[src/rtl/controlador_sessao_acesso_pkg.sv]
// rtl/controlador_sessao_acesso_pkg.sv - shared state encoding and resource sizing
package controlador_sessao_acesso_pkg;

    typedef enum logic [1:0] {
        ST_IDLE    = 2'd0,
        ST_CHECK   = 2'd1,
        ST_SESSION = 2'd2,
        ST_LOCKED  = 2'd3
    } state_t;

    localparam int NUM_RES = 7;
    localparam int RES_W   = 3;

endpackage

[src/rtl/controlador_sessao_acesso_contador_tempo.sv]
// rtl/controlador_sessao_acesso_contador_tempo.sv - clearable up-counter with terminal-count flag
module contador_tempo #(
    parameter int N = 16,
    localparam int W = (N > 1) ? $clog2(N) : 1
) (
    input  logic         clk,
    input  logic         rst,
    input  logic         clr,
    input  logic         en,
    input  logic [W-1:0] limit,
    output logic [W-1:0] count,
    output logic         tc
);

    logic [W-1:0] count_q, count_d;

    always_comb begin
        count_d = count_q;
        if (clr)
            count_d = '0;
        else if (en)
            count_d = count_q + W'(1);
    end

    always_ff @(posedge clk or posedge rst) begin
        if (rst)
            count_q <= '0;
        else
            count_q <= count_d;
    end

    assign count = count_q;
    assign tc    = (count_q == limit);

endmodule

[src/rtl/controlador_sessao_acesso.sv]
// rtl/controlador_sessao_acesso.sv - login sequencer: decoder check, timed grant session, lockout
module controlador_sessao_acesso
    import controlador_sessao_acesso_pkg::*;
#(
    parameter int MAX_FAIL       = 3,
    parameter int SESSION_CYCLES = 16,
    parameter int LOCK_CYCLES    = 8,
    parameter int FAIL_W         = 2
) (
    input  logic               clk,
    input  logic               rst,
    input  logic               login_req,
    input  logic [2:0]         user_code,
    input  logic [RES_W-1:0]   res_sel,
    input  logic               logout,
    input  logic [NUM_RES-1:0] perm,
    output logic [2:0]         auth_code,
    output logic [NUM_RES-1:0] grant,
    output logic               access_ok,
    output logic               access_denied,
    output logic               locked,
    output logic [FAIL_W-1:0]  fail_count
);

    localparam int TMR_N = (SESSION_CYCLES > LOCK_CYCLES) ? SESSION_CYCLES : LOCK_CYCLES;
    localparam int TMR_W = (TMR_N > 1) ? $clog2(TMR_N) : 1;
    localparam logic [TMR_W-1:0] SESS_LAST = TMR_W'(SESSION_CYCLES - 1);
    localparam logic [TMR_W-1:0] LOCK_LAST = TMR_W'(LOCK_CYCLES - 1);

    state_t               state_q, state_d;
    logic [2:0]           auth_code_q, auth_code_d;
    logic [RES_W-1:0]     res_q, res_d;
    logic [NUM_RES-1:0]   grant_q, grant_d;
    logic                 ok_q, ok_d;
    logic                 den_q, den_d;
    logic                 locked_q, locked_d;
    logic [FAIL_W-1:0]    fail_q, fail_d;

    logic                 tmr_clr, tmr_en, tmr_tc;
    logic [TMR_W-1:0]     tmr_limit, tmr_count;
    logic [(1<<RES_W)-1:0] perm_ext;
    logic                 perm_hit, fail_last;

    // Index 7 maps onto a forced-zero bit so an out-of-range request always fails.
    always_comb begin
        perm_ext              = '0;
        perm_ext[NUM_RES-1:0] = perm;
    end

    assign perm_hit  = (int'(res_q) < NUM_RES) && perm_ext[res_q];
    assign fail_last = ((int'(fail_q) + 1) == MAX_FAIL);
    assign tmr_limit = (state_q == ST_LOCKED) ? LOCK_LAST : SESS_LAST;

    always_comb begin
        state_d     = state_q;
        auth_code_d = auth_code_q;
        res_d       = res_q;
        grant_d     = grant_q;
        ok_d        = 1'b0;
        den_d       = 1'b0;
        locked_d    = locked_q;
        fail_d      = fail_q;
        case (state_q)
            ST_IDLE: begin
                if (login_req) begin
                    auth_code_d = user_code;
                    res_d       = res_sel;
                    state_d     = ST_CHECK;
                end
            end
            ST_CHECK: begin
                if (perm_hit) begin
                    grant_d = NUM_RES'(1) << res_q;
                    ok_d    = 1'b1;
                    fail_d  = '0;
                    state_d = ST_SESSION;
                end else begin
                    den_d = 1'b1;
                    if (fail_last) begin
                        fail_d   = '0;
                        locked_d = 1'b1;
                        state_d  = ST_LOCKED;
                    end else begin
                        fail_d  = fail_q + FAIL_W'(1);
                        state_d = ST_IDLE;
                    end
                end
            end
            ST_SESSION: begin
                if (logout || tmr_tc) begin
                    grant_d = '0;
                    state_d = ST_IDLE;
                end
            end
            ST_LOCKED: begin
                if (tmr_tc) begin
                    locked_d = 1'b0;
                    state_d  = ST_IDLE;
                end
            end
            default: state_d = ST_IDLE;
        endcase
    end

    // Timer is zeroed on every state change, so it never runs past its limit.
    assign tmr_en  = (state_q == ST_SESSION) || (state_q == ST_LOCKED);
    assign tmr_clr = (state_d != state_q);

    contador_tempo #(.N(TMR_N)) u_timer (
        .clk   (clk),
        .rst   (rst),
        .clr   (tmr_clr),
        .en    (tmr_en),
        .limit (tmr_limit),
        .count (tmr_count),
        .tc    (tmr_tc)
    );

    always_ff @(posedge clk or posedge rst) begin
        if (rst) begin
            state_q     <= ST_IDLE;
            auth_code_q <= '0;
            res_q       <= '0;
            grant_q     <= '0;
            ok_q        <= 1'b0;
            den_q       <= 1'b0;
            locked_q    <= 1'b0;
            fail_q      <= '0;
        end else begin
            state_q     <= state_d;
            auth_code_q <= auth_code_d;
            res_q       <= res_d;
            grant_q     <= grant_d;
            ok_q        <= ok_d;
            den_q       <= den_d;
            locked_q    <= locked_d;
            fail_q      <= fail_d;
        end
    end

    assign auth_code     = auth_code_q;
    assign grant         = grant_q;
    assign access_ok     = ok_q;
    assign access_denied = den_q;
    assign locked        = locked_q;
    assign fail_count    = fail_q;

endmodule

[config.mk]
export PLATFORM = sky130hd
export DESIGN_NAME = controlador_sessao_acesso
export DESIGN_NICKNAME = d
export VERILOG_FILES = /design/src/rtl/controlador_sessao_acesso_pkg.sv /design/src/rtl/controlador_sessao_acesso_contador_tempo.sv /design/src/rtl/controlador_sessao_acesso.sv
export SDC_FILE = /design/constraint.sdc
export NUM_CORES = 1
export LEC_CHECK = 0
export ABC_AREA = 1
export BUFFER_PORTS_ARGS = -buffer_cell sky130_fd_sc_hd__buf_2
export CORE_ASPECT_RATIO = 1.2
export CORE_UTILIZATION = 50
export CTS_CLUSTER_DIAMETER = 150
export CTS_CLUSTER_SIZE = 24
export DETAILED_ROUTE_END_ITERATION = 10
export GPL_TIMING_DRIVEN = 0
export MAX_ROUTING_LAYER = met4
export PLACE_DENSITY = 0.87
export SLEW_MARGIN = 20
export SYNTH_ARGS = -nofsm -noshare
export SYNTH_HDL_FRONTEND = slang
export SYNTH_HIERARCHICAL = 1
export SYNTH_SLANG_ARGS = --single-unit
[constraint.sdc]
create_clock -name clk -period 3.4 [get_ports clk]
set_clock_uncertainty 0.05 [all_clocks]
set_input_delay 0.68 -clock clk [delete_from_list [all_inputs] [get_ports clk]]
set_output_delay 0.68 -clock clk [all_outputs]
set_load 0.005 [all_outputs]
# Word-level counts from Yosys, hierarchy flattened
# Cells that the tools add are included.
# totals
register_bits,24
latch_bits,0
ramBits,0
romBits,0
in_bits,17
elab_cells,60
mem_count,0
# classes
add_sub_neg,3
multipliers,0
div,0
order_cmp,2
eq_ne,11
n_shift,1
n_mux,24
bitwise,0
reduce_logical,10
# op_table
op,n
2-bit two-way mux,7
7-bit two-way mux,2
7-bit one-hot mux with 2 select lines,1
4-bit two-way mux,3
"2-bit != test, second input constant",5
1-bit two-way mux,8
2-bit one-hot mux with 4 select lines,1
"1-bit by 3-bit << shifter with 7-bit output, first input constant",1
2-bit nonzero test,3
"4-bit by 1-bit adder with 4-bit output, second input constant",1
"2-bit equality test, second input constant",2
4-bit equality test,1
"3-bit by 4-bit < comparator with 1-bit output, second input constant",1
4-bit AND reduction,1
"2-bit by 1-bit adder with 3-bit output, second input constant",1
1-bit binary-select mux with 3-bit select,1
"3-bit by 2-bit equality test with 1-bit output, second input constant",1
"3-bit < comparator, second input constant",1
3-bit AND reduction,1
"2-bit by 1-bit adder with 2-bit output, second input constant",1
"2-bit by 1-bit equality test with 1-bit output, second input constant",1
2-bit logical NOT,1
1-bit logical OR,2
2-bit != test,1
other kinds (3),3

# Logic depth before layout (Yosys ltp)
# Gate-level depths: netlist of the first run.
# depth
depth_word,8
depth_mapped,12
ltp_nobuf,12

# Cells and area by module
# The synthesis of the first run kept the hierarchy.
# by_module_without_submodules
mod,instances,cells_per_inst,area_per_inst_um2,seq_area_each_um2
controlador_sessao_acesso,1,122,1003.5,500.5
contador_tempo,1,35,252.7,100.1

# Worst setup path before layout of the first run
# OpenSTA, ideal clock, no wires.
# synth_timing
path_kind,reg2reg
startpoint,reg state_q[1]
endpoint,"reg u_timer.count_q[1], in the netlist u_timer/count[1]"
arrival_time_ps,1719
t_required_ps,3267
setup_slack_ps,1549
path_stages_with_launch,10
path_buffers,0
cell_sequence,dfrtp_1 -> nand2_1 -> xnor2_1 -> nand2_1 -> nor2_1 -> or2_2 -> o211ai_1 -> o211ai_1 -> or2_1 -> o21ai_0
# synth_via
elab_chain_cells,8
elab_cells_between_ends,15
classes_between,eq/ne (5); mux (6); reduce/logical (4)
# synth_lines
item,line_no,rtl
"start, declared",controlador_sessao_acesso.sv:30,"state_t state_q, state_d;"
"start signal, assigned",controlador_sessao_acesso.sv:130,state_q <= state_d;
2-bit equality test (*),controlador_sessao_acesso.sv:52,assign tmr_limit = (state_q == ST_LOCKED) ? LOCK_LAST : SESS_LAST;
4-bit two-way mux (*),controlador_sessao_acesso.sv:52,
4-bit equality test (*),controlador_sessao_acesso_contador_tempo.sv:33,assign tc = (count_q == limit);
named net tmr_tc,controlador_sessao_acesso.sv:39,"logic tmr_clr, tmr_en, tmr_tc;"
1-bit logical OR,controlador_sessao_acesso.sv:90,if (logout || tmr_tc) begin
2-bit two-way mux,controlador_sessao_acesso.sv:90,
2-bit one-hot mux with 4 select lines (*),controlador_sessao_acesso.sv:63,case (state_q)
2-bit != test (*),controlador_sessao_acesso.sv:107,assign tmr_clr = (state_d != state_q);
named net tmr_clr,controlador_sessao_acesso.sv:39,
4-bit two-way mux / 2-bit nonzero test (equally long branches),-,
"end signal, assigned",controlador_sessao_acesso_contador_tempo.sv:29,count_q <= count_d;
"end, declared",controlador_sessao_acesso_contador_tempo.sv:15,"logic [W-1:0] count_q, count_d;"
# The timed path passes the listed nets; every way through them passes the cells marked *.
# A chain may end at the register's enable or synchronous reset.

# Worst setup path after layout of the first run
# Ends and elaborated chain as after synthesis.

==> results of run 1 <==
routing by layer:
metal | part of all wire (%) | vias up
met3 | 4.9 | 11
met4 | 2.5 | 0
met2 | 50 | 48
met1 | 42 | 501
met5 | 0 | -
li1 | - | 565
worst max path at each step:
stage                            end  slack (ps)  cells after the start
finish              u_timer/count[1]        1250                      9
global route        u_timer/count[1]        1100                      9
CTS                 u_timer/count[1]        1250                      9
detailed placement  u_timer/count[1]        1280                      9
global placement    u_timer/count[1]        1420                      9
floorplan           u_timer/count[1]        1550                      9
power by group through the flow:
| stage | combinational (uW) | clock [uW] | sequential [uW] |
|---|---|---|---|
| 2_1_floorplan | 381 | 0 | 470 |
| 3_3_place_gp | 514 | 0 | 466 |
| 3_5_place_dp | 538 | 0 | 474 |
| 4_1_cts | 539 | 126 | 468 |
| 5_1_grt | 608 | 135 | 482 |
| 6_report | 543 | 122 | 467 |
registers in the layout, summed over array words and instances, names as in the netlist:
signal	cells
grant	7
access_ok	1
access_denied	1
res_q	3
fail_count	2
auth_code	3
u_timer/count	4
locked	1
state_q	2
metrics by stage:
| stage | instances | total power [uW] | setup WS, ps |
|---|---|---|---|
| finish | 225 | 1130 | 1250 |
| global route | 225 | 1230 | 1100 |
| CTS | 225 | 1130 | 1250 |
| detailed placement | 222 | 1010 | 1280 |
| global placement | 222 | 980 | 1420 |
| floorplan | 160 | 851 | 1550 |
worst max-delay path: stages (launching register included):
cell and delay [ps]:
dfrtp_1 510, nand2_1 150, xnor2_1 150, nand2_1 60, nor2_1 50, or2_2 320, o211ai_1 160, o211ai_1 120
or2_1 260, o21ai_0 210
cell families after synthesis:
group / after synthesis
buffers and inverters: 23
and+or+nand+nor: 90
xor gates and xnor gates: 3
AOI/OAI and AO/OA: 12
muxes: 3
adders and majority gates: 1
DFF: 24
other: 1
placed cells by master, fill, tap and decap left out, types with 3 or more instances in the layout:
cell type and count:
nor2_1 16, xnor2_1 3, nor3_1 4, nand2_1 45
dfrtp_1 24, inv_1 19, mux2_2 3, nand3_1 16
conb_1 4, clkbuf_4 3, a21oi_1 5, buf_2 31
final cells by class:
class,count,area (um^2),share of cell area (%)
flip-flops and latches,24,601,40.5
well taps,31,38.8,2.61
multi-input cells,113,564,38.0
repair buffers,31,155,10.5
clock buffers,3,22.5,1.52
plain buffers,3,27.5,1.85
inverters,20,75.1,5.06
==> impl_metrics.toml, run 1 <==
[synth]
synth_commonest_cells = "45 x nand2_1, 24 x dfrtp_1, 19 x inv_1"
synth_compound_area_share_pct = 5.68
syn_avg_cell_area_um2 = 8.00
synthAdderAreaFrac_pct = 0.996
synth-simple-area-share_pct = 32.3
synth_top_family_by_area = "simple AND/OR/NAND/NOR gates"
ys_warn_count = 6
muxShareOfSynthArea_pct = 2.69
netlist.area_leader.share_pct = 47.8
synth.most_common_cell = "nand2_1"
synthesis.area_mm2 = 0.00126
yosys-top-cells-area = "dfrtp_1 48%, nand2_1 13%, nand3_1 6.4%"
yosysSeqAreaShare_pct = 47.8
ys_ff_latch = 24
syn_inst = 157
synth_xor_xnor_area_share_pct = 2.09
async_reset_ff_share_pct = 100
yosysTopAreaCell = "dfrtp_1"
synth_edf_count = 0
synth_ff_type = "dfrtp_1"
synth_cell_type_count = 27

[timing]
tightestPinTransition_ps = 742
hold_viol = 0
layout_min_cycle_time_ps = 2150
fmax_mhz = 465
slew_viol_final = 0
whs_ps = 176
relSlewSlack_pct = 50.5
rsz0062_at_grt = "no"
tns_ps = 0
setup_violations = 0
post-route-period-util_pct = 63.3

[cts]
cts.reportedPaths.clkPinSlew_ps = 120
post_cts_resized = 0
hold_buffers = 0
numCtsBuffers = 3
h-tree-depth = 1
worstSkewPairLatency_ps = 310
cts-root-buf = "clkbuf_4"
cts_tree = "done"
clock_tree.buffer_depth = 2
clock-sinks = 24
postCtsSetupBuffers = 0

[power]
pwr-share-comb_pct = 48.0
p_int_uw = 648
total_leakage_power_uw = 0.000826
p_sw_uw = 484
peakVddDrop_mv = 0.501
p_seq_share_pct = 41.2
p_per_area_mw_per_mm2 = 763
p_clk_share_pct = 10.8
switching_share_pct = 42.7

[setup_path]
critPathLaunch = "state_q[1]"
r2r_cells = 9
cp.required_ps = 3580
start_kind = "flop"
rr_endpoint = "u_timer/count[1]"
path_max_fanout = 6
path_class = "flop to flop"
ff2ff_setup_slack_ps = 1250
arrival_ps = 2330
r2r-start = "state_q[1]"
cp-end-kind = "flop"

[global_route]
grt_pass1_vias = 1072
antenna_found_initial = 0
use_met2_pct = 36.1
use_met1_pct = 29.7
track_usage_pct = 23.2
grt_first_pass_wirelength_mm = 4.49
grt_max_degree = 21
overflow = 0
use_met3_pct = 2.89
grt-busiest-layer = "met2"

[floorplan]
coreArea_mm2 = 0.00233
row_count = 19
die-area_mm2 = 0.00272
fp.dieH_um = 56.9
pin_count = 32
die_w_um = 47.8
initial_utilization_pct = 53.9

[placed_design]
place_area_mm2 = 0.00146
place_hpwl_mm = 1.96
gp_congestion = 0.858
port_buffers = 31

[detailed_routing]
routed_wl_mm = 2.50
wire_per_inst_um = 11.1
ant_nets = 0
drtPass1Iterations = 5
drc_errors = 0
num_vias = 1125
viasPerCell = 5.00
drt_iter0_markers = 24

[finish]
final.fill_count = 227
final_core_util_pct = 63.7
syn_to_final_growth_pct = 18.1
antenna_cells = 0
fin_area_mm2 = 0.00148
drive_gt1_share_pct = 24.7
fin_nets = 214

[flow_run]
drv_cap = 0

[hold_path]
hold_path.class = "primary input to asynchronous set/reset pin"

[status]
status = "completed"
Note: power is estimated with default switching activity, not from simulation.
==> run 2, diff against run 1 <==
clock period = 2 ns   (was 3.4 ns; I/O delays follow)
==> run 2 against run 1 <==
Net effect:
- combinational power rose by 80%
- global-route usage increased by 0.51 points
- sequential share of layout area shrank 0.69 points
- sequential cell count unchanged
- die area unchanged
- power up 74%
- non-clock buffer count up 3
==> impl_metrics.toml, run 2 (synthesis gave the netlist of run 1 again) <==
[global_route]
grt_max_degree = 21
overflow = 0
track_usage_pct = 23.7
grt_pass1_vias = 1081
antenna_found_initial = 0
grt_first_pass_wirelength_mm = 4.54

[setup_path]
cp_slowest_cell = "dfrtp_1"
start_kind = "flop"
path_cells = "xnor2_1 -> nand2_1 -> nor2_1 -> or2_2 -> o211ai_1 -> o211ai_1 -> or2_1 -> o21ai_1"
arrival_ps = 2090
cp_slowest_stage_delay_ps = 450
cp-end-kind = "flop"
path_max_fanout = 4
cp.required_ps = 2200
ff2ff_setup_slack_ps = 110
path_class = "flop to flop"
worst_path_most_repeated_cell = "o211ai_1"

[hold_path]
hold_path.class = "primary input to flop"

[detailed_routing]
drtPass1Iterations = 4
wire_per_inst_um = 11.1
viasPerCell = 4.98
drc_errors = 0
drt_iter0_markers = 29
ant_nets = 0
num_vias = 1135
routed_wl_mm = 2.54

[cts]
clock-sinks = 24
cts_tree = "done"
cts-root-buf = "clkbuf_4"
worstSkewPairLatency_ps = 320
numCtsBuffers = 3
cts.reportedPaths.clkPinSlew_ps = 120
clock_tree.buffer_depth = 2
h-tree-depth = 1

[timing]
post-route-period-util_pct = 94.5
fmax_mhz = 529
tightestPinTransition_ps = 749
slew_viol_final = 0
setup_violations = 0
layout_min_cycle_time_ps = 1890
hold_viol = 0
tns_ps = 0
relSlewSlack_pct = 50.0
rsz0062_at_grt = "no"

[floorplan]
die-area_mm2 = 0.00272
row_count = 19
initial_utilization_pct = 53.9
fp.dieH_um = 56.9
coreArea_mm2 = 0.00233
pin_count = 32
die_w_um = 47.8

[finish]
fin_cells = 228
syn_to_final_growth_pct = 20.4
final.fill_count = 224
mostFrequentLayoutCells = "44 x nand2_1, 31 x buf_2, 23 x dfrtp_1, 19 x inv_1"
antenna_cells = 0
seqCellArea_um2 = 602
drive_gt1_share_pct = 26.4
layout_commonest_cell = "nand2_1"
fin_nets = 217
largest_register_ffs = 7
multi_input_area_um2 = 567

[power]
p_per_area_mw_per_mm2 = 1300
peakVddDrop_mv = 0.849
total_leakage_power_uw = 0.000839

[placed_design]
place_hpwl_mm = 1.96
placed_cells = 222
port_buffers = 31
gp_congestion = 0.858

[status]
status = "completed"

[flow_run]
drv_cap = 0
run 2: critical path, delay by kind of cell (launching register included):
family | cells | cell delay [ps]
AO/OA/AOI/OAI | 3 | 460
XOR/XNOR | 1 | 150
flip-flops | 1 | 450
AND/OR/NAND/NOR | 4 | 720
run 2: path summary, 6_finish.rpt:
path                                   from  cells past startpoint               end
min in group asynchronous               rst                      3  u_timer/count[0]
hold reg to reg                    grant[3]                      2          grant[3]
setup / recovery           u_timer/count[1]                      8  u_timer/count[1]
max in group asynchronous               rst                      3        state_q[1]
hold / removal                 user_code[2]                      2      auth_code[2]
setup reg to reg           u_timer/count[1]                      8  u_timer/count[1]
run 2: layer usage:
metal / vias to the layer above / routed length (um) / global-route usage, %
met4: 0 / 68 / 11.1
met5: - / 0 / -
met3: 7 / 123 / 3.86
met2: 46 / 1300 / 36.1
li1: 570 / - / -
met1: 512 / 1050 / 29.7
run 2: report_power, final:
group	total [uW]	switching (uW)	leakage, uW	internal, uW
clock network	212	141	0.0000138	70.8
registers	776	115	0.000305	661
logic	977	581	0.000520	396
run 2: layout make-up:
type / instances / share of cell area, %
Tap cell: 31 / 2.56
Timing Repair Buffer: 34 / 11.9
Buffer: 3 / 1.82
Inverter: 20 / 4.96
Multi-Input combinational cell: 113 / 37.5
Sequential cell: 24 / 39.8
Clock buffer: 3 / 1.49
run 2: metrics by stage:
| stage | util, % | hold WS [ps] | cell area [um^2] | power (uW) | setup slack (ps) |
|---|---|---|---|---|---|
| 6_report | 64.9 | 249 | 1510 | 1960 | 110 |
| 5_1_grt | 64.9 | 239 | 1510 | 2120 | 9.76 |
| 4_1_cts | 64.8 | 251 | 1510 | 1960 | 56.4 |
| 3_5_place_dp | 62.7 | 245 | 1460 | 1720 | -123 |
| 3_3_place_gp | 62.7 | 242 | 1460 | 1670 | 23.0 |
| 2_1_floorplan | - | 116 | 1270 | 1450 | 149 |
run 2: repair_timing:
action,in CTS,in global routing
setup buffers,2,0
hold buffers,1,0
endpoints found under the setup margin,2,2
pin swaps,0,0
resized for setup,1,3
endpoints found under the hold margin,4,0
